--- config.mk ---
export PLATFORM = sky130hd
export DESIGN_NAME = alu_seq_flat
export DESIGN_NICKNAME = d
export VERILOG_FILES = /design/src/rtl/alu_seq_if.sv /design/src/rtl/alu_seq.sv /design/src/flat_wrapper.sv
export SDC_FILE = /design/constraint.sdc
export NUM_CORES = 1
export LEC_CHECK = 0
export BUFFER_PORTS_ARGS = -buffer_cell sky130_fd_sc_hd__buf_2
export CORE_ASPECT_RATIO = 0.7
export CORE_MARGIN = 2
export CORE_UTILIZATION = 65
export DETAILED_ROUTE_END_ITERATION = 8
export GPL_TIMING_DRIVEN = 0
export PLACE_DENSITY = 0.84
export SETUP_SLACK_MARGIN = 0.4
export SYNTH_ARGS = -nofsm -noshare
export SYNTH_HDL_FRONTEND = slang
export SYNTH_SLANG_ARGS = --single-unit
export TNS_END_PERCENT = 5
--- constraint.sdc ---
create_clock -name clk -period 4.1 [get_ports clk]
set_clock_uncertainty 0.05 [all_clocks]
set_input_delay 0.82 -clock clk [delete_from_list [all_inputs] [get_ports clk]]
set_output_delay 0.82 -clock clk [all_outputs]
set_load 0.05 [all_outputs]
--- src/rtl/alu_seq_if.sv ---
// rtl/alu_seq_if.sv - operand/result handshake bundle for alu_seq
interface alu_seq_if #(
    parameter int WIDTH     = 8,
    parameter int SEL_WIDTH = 5
);
    logic                 in_valid;
    logic                 in_ready;
    logic [WIDTH-1:0]     a;
    logic [WIDTH-1:0]     b;
    logic [SEL_WIDTH-1:0] sel;
    logic                 out_valid;
    logic                 out_ready;
    logic [WIDTH-1:0]     out;
    logic                 error;
    logic                 zero;
    logic                 carry;
    logic                 overflow;

    modport master (
        output in_valid, a, b, sel, out_ready,
        input  in_ready, out_valid, out, error, zero, carry, overflow
    );

    modport slave (
        input  in_valid, a, b, sel, out_ready,
        output in_ready, out_valid, out, error, zero, carry, overflow
    );
endinterface

--- src/rtl/alu_seq.sv ---
// rtl/alu_seq.sv - registered ALU with valid/ready handshakes and iterative MULT/DIV into HI/LO
module alu_seq #(
    parameter int WIDTH     = 8,
    parameter int SEL_WIDTH = 5
) (
    input  logic     clk,
    input  logic     rst_n,
    alu_seq_if.slave bus
);
    localparam int               CW   = (WIDTH > 1) ? $clog2(WIDTH) : 1;
    localparam logic [CW-1:0]    LAST = CW'(WIDTH - 1);
    localparam logic [WIDTH-1:0] WL   = WIDTH'(WIDTH);

    localparam logic [SEL_WIDTH-1:0] OP_ADD  = SEL_WIDTH'(0);
    localparam logic [SEL_WIDTH-1:0] OP_SUB  = SEL_WIDTH'(1);
    localparam logic [SEL_WIDTH-1:0] OP_AND  = SEL_WIDTH'(2);
    localparam logic [SEL_WIDTH-1:0] OP_OR   = SEL_WIDTH'(3);
    localparam logic [SEL_WIDTH-1:0] OP_XOR  = SEL_WIDTH'(4);
    localparam logic [SEL_WIDTH-1:0] OP_NOR  = SEL_WIDTH'(5);
    localparam logic [SEL_WIDTH-1:0] OP_NAND = SEL_WIDTH'(6);
    localparam logic [SEL_WIDTH-1:0] OP_XNOR = SEL_WIDTH'(7);
    localparam logic [SEL_WIDTH-1:0] OP_EQU  = SEL_WIDTH'(8);
    localparam logic [SEL_WIDTH-1:0] OP_GT   = SEL_WIDTH'(9);
    localparam logic [SEL_WIDTH-1:0] OP_LT   = SEL_WIDTH'(10);
    localparam logic [SEL_WIDTH-1:0] OP_ROR  = SEL_WIDTH'(11);
    localparam logic [SEL_WIDTH-1:0] OP_ROL  = SEL_WIDTH'(12);
    localparam logic [SEL_WIDTH-1:0] OP_MULT = SEL_WIDTH'(13);
    localparam logic [SEL_WIDTH-1:0] OP_DIV  = SEL_WIDTH'(14);
    localparam logic [SEL_WIDTH-1:0] OP_MFLO = SEL_WIDTH'(15);
    localparam logic [SEL_WIDTH-1:0] OP_MFHI = SEL_WIDTH'(16);

    typedef enum logic [1:0] {IDLE, MUL, DIV, DONE} state_t;

    state_t             state, state_nxt;
    logic [CW-1:0]      cnt;
    logic [WIDTH-1:0]   op_a, op_b, hi, lo;
    logic [2*WIDTH-1:0] acc, acc_nxt;
    logic [WIDTH-1:0]   out_r;
    logic               error_r, zero_r, carry_r, ovf_r;

    logic               accept, start_mul, start_div;
    logic [WIDTH-1:0]   r_out, sh;
    logic               r_err, r_carry, r_ovf;
    logic [WIDTH:0]     sum, diff, mul_sum, div_sh, div_tr;

    assign accept    = bus.in_valid && (state == IDLE);
    assign start_mul = (bus.sel == OP_MULT);
    assign start_div = (bus.sel == OP_DIV) && (bus.b != '0);

    assign bus.in_ready  = (state == IDLE);
    assign bus.out_valid = (state == DONE);
    assign bus.out       = out_r;
    assign bus.error     = error_r;
    assign bus.zero      = zero_r;
    assign bus.carry     = carry_r;
    assign bus.overflow  = ovf_r;

    always_ff @(posedge clk or negedge rst_n) begin
        if (!rst_n) state <= IDLE;
        else        state <= state_nxt;
    end

    always_comb begin
        state_nxt = state;
        case (state)
            IDLE:     if (accept) state_nxt = start_mul ? MUL : (start_div ? DIV : DONE);
            MUL, DIV: if (cnt == LAST) state_nxt = DONE;
            DONE:     if (bus.out_ready) state_nxt = IDLE;
            default:  state_nxt = IDLE;
        endcase
    end

    // Single-cycle result, evaluated from the operands present on the accept edge
    always_comb begin
        r_out   = '0;
        r_err   = 1'b0;
        r_carry = 1'b0;
        r_ovf   = 1'b0;
        sum     = {1'b0, bus.a} + {1'b0, bus.b};
        diff    = {1'b0, bus.a} - {1'b0, bus.b};
        sh      = bus.b % WL;
        case (bus.sel)
            OP_ADD: begin
                r_out   = sum[WIDTH-1:0];
                r_carry = sum[WIDTH];
                r_ovf   = (bus.a[WIDTH-1] == bus.b[WIDTH-1]) && (sum[WIDTH-1] != bus.a[WIDTH-1]);
            end
            OP_SUB: begin
                r_out   = diff[WIDTH-1:0];
                r_carry = diff[WIDTH];
                r_ovf   = (bus.a[WIDTH-1] != bus.b[WIDTH-1]) && (diff[WIDTH-1] != bus.a[WIDTH-1]);
            end
            OP_AND:  r_out = bus.a & bus.b;
            OP_OR:   r_out = bus.a | bus.b;
            OP_XOR:  r_out = bus.a ^ bus.b;
            OP_NOR:  r_out = ~(bus.a | bus.b);
            OP_NAND: r_out = ~(bus.a & bus.b);
            OP_XNOR: r_out = ~(bus.a ^ bus.b);
            OP_EQU:  r_out = {{(WIDTH-1){1'b0}}, bus.a == bus.b};
            OP_GT:   r_out = {{(WIDTH-1){1'b0}}, bus.a > bus.b};
            OP_LT:   r_out = {{(WIDTH-1){1'b0}}, bus.a < bus.b};
            OP_ROR:  r_out = (bus.a >> sh) | (bus.a << (WL - sh));
            OP_ROL:  r_out = (bus.a << sh) | (bus.a >> (WL - sh));
            OP_MULT: r_out = '0;
            OP_DIV:  r_err = 1'b1;  // only reached here when the divisor is zero
            OP_MFLO: r_out = lo;
            OP_MFHI: r_out = hi;
            default: r_err = 1'b1;
        endcase
    end

    // acc holds {partial product, multiplier} for MUL and {remainder, dividend/quotient} for DIV
    always_comb begin
        mul_sum = {1'b0, acc[2*WIDTH-1:WIDTH]} + (acc[0] ? {1'b0, op_a} : '0);
        div_sh  = {acc[2*WIDTH-1:WIDTH], acc[WIDTH-1]};
        div_tr  = div_sh - {1'b0, op_b};
        if (state == MUL)
            acc_nxt = {mul_sum, acc[WIDTH-1:1]};
        else if (div_tr[WIDTH])
            acc_nxt = {div_sh[WIDTH-1:0], acc[WIDTH-2:0], 1'b0};
        else
            acc_nxt = {div_tr[WIDTH-1:0], acc[WIDTH-2:0], 1'b1};
    end

    always_ff @(posedge clk or negedge rst_n) begin
        if (!rst_n) begin
            cnt     <= '0;
            op_a    <= '0;
            op_b    <= '0;
            acc     <= '0;
            hi      <= '0;
            lo      <= '0;
            out_r   <= '0;
            error_r <= 1'b0;
            zero_r  <= 1'b0;
            carry_r <= 1'b0;
            ovf_r   <= 1'b0;
        end else if (accept) begin
            op_a  <= bus.a;
            op_b  <= bus.b;
            acc   <= {{WIDTH{1'b0}}, start_mul ? bus.b : bus.a};
            cnt   <= '0;
            if (start_mul || start_div) begin
                error_r <= 1'b0;
            end else begin
                out_r   <= r_out;
                error_r <= r_err;
                zero_r  <= (r_out == '0);
                carry_r <= r_carry;
                ovf_r   <= r_ovf;
            end
        end else if (state == MUL || state == DIV) begin
            acc <= acc_nxt;
            cnt <= cnt + 1'b1;
            if (cnt == LAST) begin
                hi      <= acc_nxt[2*WIDTH-1:WIDTH];
                lo      <= acc_nxt[WIDTH-1:0];
                out_r   <= acc_nxt[WIDTH-1:0];
                zero_r  <= (acc_nxt[WIDTH-1:0] == '0);
                carry_r <= (state == MUL) && (acc_nxt[2*WIDTH-1:WIDTH] != '0);
                ovf_r   <= 1'b0;
                error_r <= 1'b0;
            end
        end
    end
endmodule

--- src/flat_wrapper.sv ---
// flat-port wrapper written by rule: the top's interface ports become plain ports
module alu_seq_flat 
#(
    parameter int WIDTH     = 8,
    parameter int SEL_WIDTH = 5
)
  (clk, rst_n, bus_in_valid, bus_a, bus_b, bus_sel, bus_out_ready, bus_in_ready, bus_out_valid, bus_out, bus_error, bus_zero, bus_carry, bus_overflow);
  alu_seq_if #(.WIDTH(WIDTH), .SEL_WIDTH(SEL_WIDTH)) bus_i ();
  input  logic clk;
  input  logic rst_n;
  input wire logic [$bits(bus_i.in_valid)-1:0] bus_in_valid;
  input wire logic [$bits(bus_i.a)-1:0] bus_a;
  input wire logic [$bits(bus_i.b)-1:0] bus_b;
  input wire logic [$bits(bus_i.sel)-1:0] bus_sel;
  input wire logic [$bits(bus_i.out_ready)-1:0] bus_out_ready;
  output wire logic [$bits(bus_i.in_ready)-1:0] bus_in_ready;
  output wire logic [$bits(bus_i.out_valid)-1:0] bus_out_valid;
  output wire logic [$bits(bus_i.out)-1:0] bus_out;
  output wire logic [$bits(bus_i.error)-1:0] bus_error;
  output wire logic [$bits(bus_i.zero)-1:0] bus_zero;
  output wire logic [$bits(bus_i.carry)-1:0] bus_carry;
  output wire logic [$bits(bus_i.overflow)-1:0] bus_overflow;
  assign bus_i.in_valid = bus_in_valid;
  assign bus_i.a = bus_a;
  assign bus_i.b = bus_b;
  assign bus_i.sel = bus_sel;
  assign bus_i.out_ready = bus_out_ready;
  assign bus_in_ready = bus_i.in_ready;
  assign bus_out_valid = bus_i.out_valid;
  assign bus_out = bus_i.out;
  assign bus_error = bus_i.error;
  assign bus_zero = bus_i.zero;
  assign bus_carry = bus_i.carry;
  assign bus_overflow = bus_i.overflow;
  alu_seq #(.WIDTH(WIDTH), .SEL_WIDTH(SEL_WIDTH)) u_core (.clk(clk), .rst_n(rst_n), .bus(bus_i));
endmodule
==> summary.md <==
| Metric | Value |
|---|---|
| Outcome | `completed` |
| HP Start | `u_core.bus.out[6]` |
| Hold slack final | `427 ps` |
| Critical Path End Type | `flop` |
| Vias per cell | `7.17` |
| Design area | `7250 sq um` |
| Commonest register cell after synthesis | `dfrtp_1` |
| Tcrit/Tclk final | `92.8%` |
| Sequential fraction of the synthesis area | `25.0%` |
| Final Hold Fails | `0` |
| Max Slew Vio Count | `0` |
| Final Net Count | `940` |
| EDFF count, synth | `0` |
| Largest net degree at the start of global routing | `66` |
| Setup WS post-layout | `296 ps` |
| Clk slew on worst S/H paths | `60 ps` |
| Initial antenna violation count | `0` |
| Finished Layout Cells | `997` |
| M1 GR Usage | `62.9%` |
| Vias in the first global route | `6534` |
| First-pass GRT wire length | `35700 microns` |
| Commonest non-fill, non-tap cell in the layout | `nand2_1` |
| Number of distinct library cells after synthesis | `68` |
| IO Count | `39` |
| Ys Warns | `0` |
| Core Footprint | `9720 sq um` |
| Critical path class | `input pin to flop` |
| Worst slew margin | `14.0%` |
| Die Y | `87.7 microns` |
| Multi-input logic area | `4530 sq um` |
| Clock root cell | `clkbuf_16` |
| H-Tree Depth | `3` |
| Most frequent cells in the layout | `nand2_1 (96), o21ai_0 (93), dfrtp_1 (65)` |
| Critical Path Source Type | `input pin` |
| Total track usage | `44.0%` |
| Grt total ovfl | `0` |
| Placed cell area | `6840 sq um` |
| Die Wd | `124 microns` |
| Post-place setup slack | `-551 ps` |
| TritonCTS sink count | `65` |
| Worst R2R Start | `u_core.acc[7]` |
| TritonCTS buffer count | `9` |
| Worst Setup SP | `bus_a[6]` |
| Fin crit period | `3800 ps` |
| Leakage | `3.22 nW` |
| Met2 Usage GRT | `60.6%` |
| Worst path required time | `4290 ps` |
| Fin util | `74.5%` |
| Synth async-reset ratio | `100%` |
| WL/cell | `23.6 microns` |
| Area Growth Syn to Fin | `11.5%` |
| Vias | `7148` |
| Num rows | `30` |
| P per Cell Area | `742 nW/um^2` |
| Layout cells sized above 1 | `13.7%` |
| # Max-Cap Violations | `0` |
| Syn Nets | `893` |
| Starting DRC count in detailed routing | `1110` |
| Routability cong. | `1.03` |
| # fillers | `707` |
| GR Util met3 | `18.0%` |
| Crit path DAT | `4000 ps` |
| Crit path max fanout | `10` |
| Hold Crit Class | `flop to flop` |
| Max clock buf depth | `2` |
| Post-route ant nets | `0` |
| #FFs+latches synth | `65` |
| DRC | `0` |
| Post-DP HPWL | `17900 microns` |
| VDD IR max | `0.000826 V` |
| Peak Freq | `0.263 GHz` |
| Placed cell count | `981` |
| Starting Density | `66.9%` |
| Post-Synthesis Cells | `817` |
| I/O Buffers | `36` |
| TritonCTS clock tree | `yes` |
| Post-Syn Area | `6500 sq um` |
| Clock insertion delay at the later pin of the skew report | `340 ps` |
| Syn avg cell area | `7.96 sq um` |
| Worst-margin pin slew | `1290 ps` |
| N_diodes | `0` |
| Setup Viol. Count Final | `0` |
| Most Crowded Layer GR | `met1` |
| RSZ-0062 raised after global routing | `true` |
| Die footprint | `10800 sq um` |
| Final WL | `23600 microns` |
| 1st-pass router iterations | `8` |
| Register Area | `1630 sq um` |
==> Yosys cell counts (5+ instances only) <==
| cell | n | area share (%) |
|---|---|---|
| nor2b_1 | 6 | 0.58 |
| or4_1 | 6 | 0.69 |
| inv_1 | 43 | 2.5 |
| a31oi_1 | 12 | 1.2 |
| and2_1 | 8 | 0.77 |
| a21oi_1 | 46 | 3.5 |
| nand3b_1 | 5 | 0.58 |
| a21o_1 | 6 | 0.69 |
| nand2_1 | 96 | 5.5 |
| nand3_1 | 23 | 1.8 |
| a211oi_1 | 9 | 1.0 |
| nand2b_1 | 13 | 1.3 |
| o31ai_1 | 5 | 0.58 |
| nor3_1 | 13 | 1.0 |
| dfrtp_1 | 65 | 25 |
| mux4_2 | 6 | 2.1 |
| mux2i_1 | 46 | 7.1 |
| xnor2_1 | 16 | 2.2 |
| nor2_1 | 61 | 3.5 |
| o21ai_0 | 93 | 7.2 |
| ha_1 | 47 | 9.0 |
| or3_1 | 5 | 0.48 |
| buf_2 | 14 | 1.1 |
| a221oi_1 | 6 | 0.81 |
| o211ai_1 | 18 | 2.1 |
| a32oi_1 | 5 | 0.67 |
| clkbuf_1 | 33 | 1.9 |
| nor4_1 | 5 | 0.48 |
| a2bb2oi_1 | 5 | 0.67 |
| mux2_2 | 18 | 3.1 |
==> what timing repair did <==
action | in CTS | in global routing
pin swaps | 0 | 1
hold buffers | 0 | 0
gates resized for setup | 10 | 17
buffers inserted | 0 | 0
setup endpoints to repair | 5 | 10
==> metrics by stage <==
step / setup TNS [ps] / power [mW]
2_1_floorplan: 0 / 3.43
3_3_place_gp: -1360 / 4.14
3_5_place_dp: -1290 / 4.32
4_1_cts: 0 / 5.22
5_1_grt: 0 / 5.67
6_report: 0 / 5.38
==> where the power goes <==
group	internal, mW	switching (mW)	total, mW
clock network	0.550	0.295	0.845
logic	1.16	2.15	3.30
registers	0.955	0.274	1.23
total	2.66	2.72	5.38
==> cells by family (layout without fill, tap and decap cells) <==
kind of cell,after synthesis,in the layout,synth area share [%]
mux,70,70,12.3
simple gates,263,263,19.2
buf+inv,98,150,6.16
fa+ha+maj,51,51,10.3
xor+xnor,20,20,2.69
flops,65,65,25.0
compound gates,250,250,24.3
==> flip-flops by register name, summed over array words and instances, names as in the netlist <==
name / count
u_core.bus.overflow: 1
u_core.lo: 8
u_core.op_a: 8
u_core.bus.error: 1
u_core.op_b: 8
u_core.state: 2
u_core.acc: 16
u_core.hi: 8
u_core.cnt: 3
u_core.bus.out: 8
u_core.bus.zero: 1
u_core.bus.carry: 1
==> critical path: stages <==
cell	delay [ps]
buf_2	130
clkbuf_1	420
inv_1	200
ha_1	500
or4_1	250
nor2_1	80
a32oi_1	260
nand3_1	100
or4_1	540
a21oi_1	290
nand4_1	170
o31ai_2	230
==> path summary, 6_finish.rpt <==
kind                            cells past startpoint  slack [ps]                 to
worst min-delay path                                2         430  u_core.bus.out[6]
worst min register to register                      2         430  u_core.bus.out[6]
max in group asynchronous                           1        2930     u_core.op_b[5]
worst max-delay path                               12         300    u_core.bus.zero
min in group asynchronous                           1         520    u_core.state[1]
worst max register to register                     11         790  u_core.bus.out[0]
==> cell type report <==
class	count	share of cell area [%]
multi-input combinational	654	62.5
sequential	65	22.4
clock buffer	10	3.30
buffer	51	3.30
timing repair buffer	36	2.52
inverter	47	2.47
tap	128	2.21
clock inverter	6	1.24
==> layer usage <==
metal  share of wire [%]  up-vias  routed length (microns)
li1                    -     3074                        -
met5                   0        -                        0
met1                  40     3395                     9540
met3                  16       78                     3810
met2                  41      601                     9620
met4                 2.6        0                      609
Power figures use the tool's default switching activity.
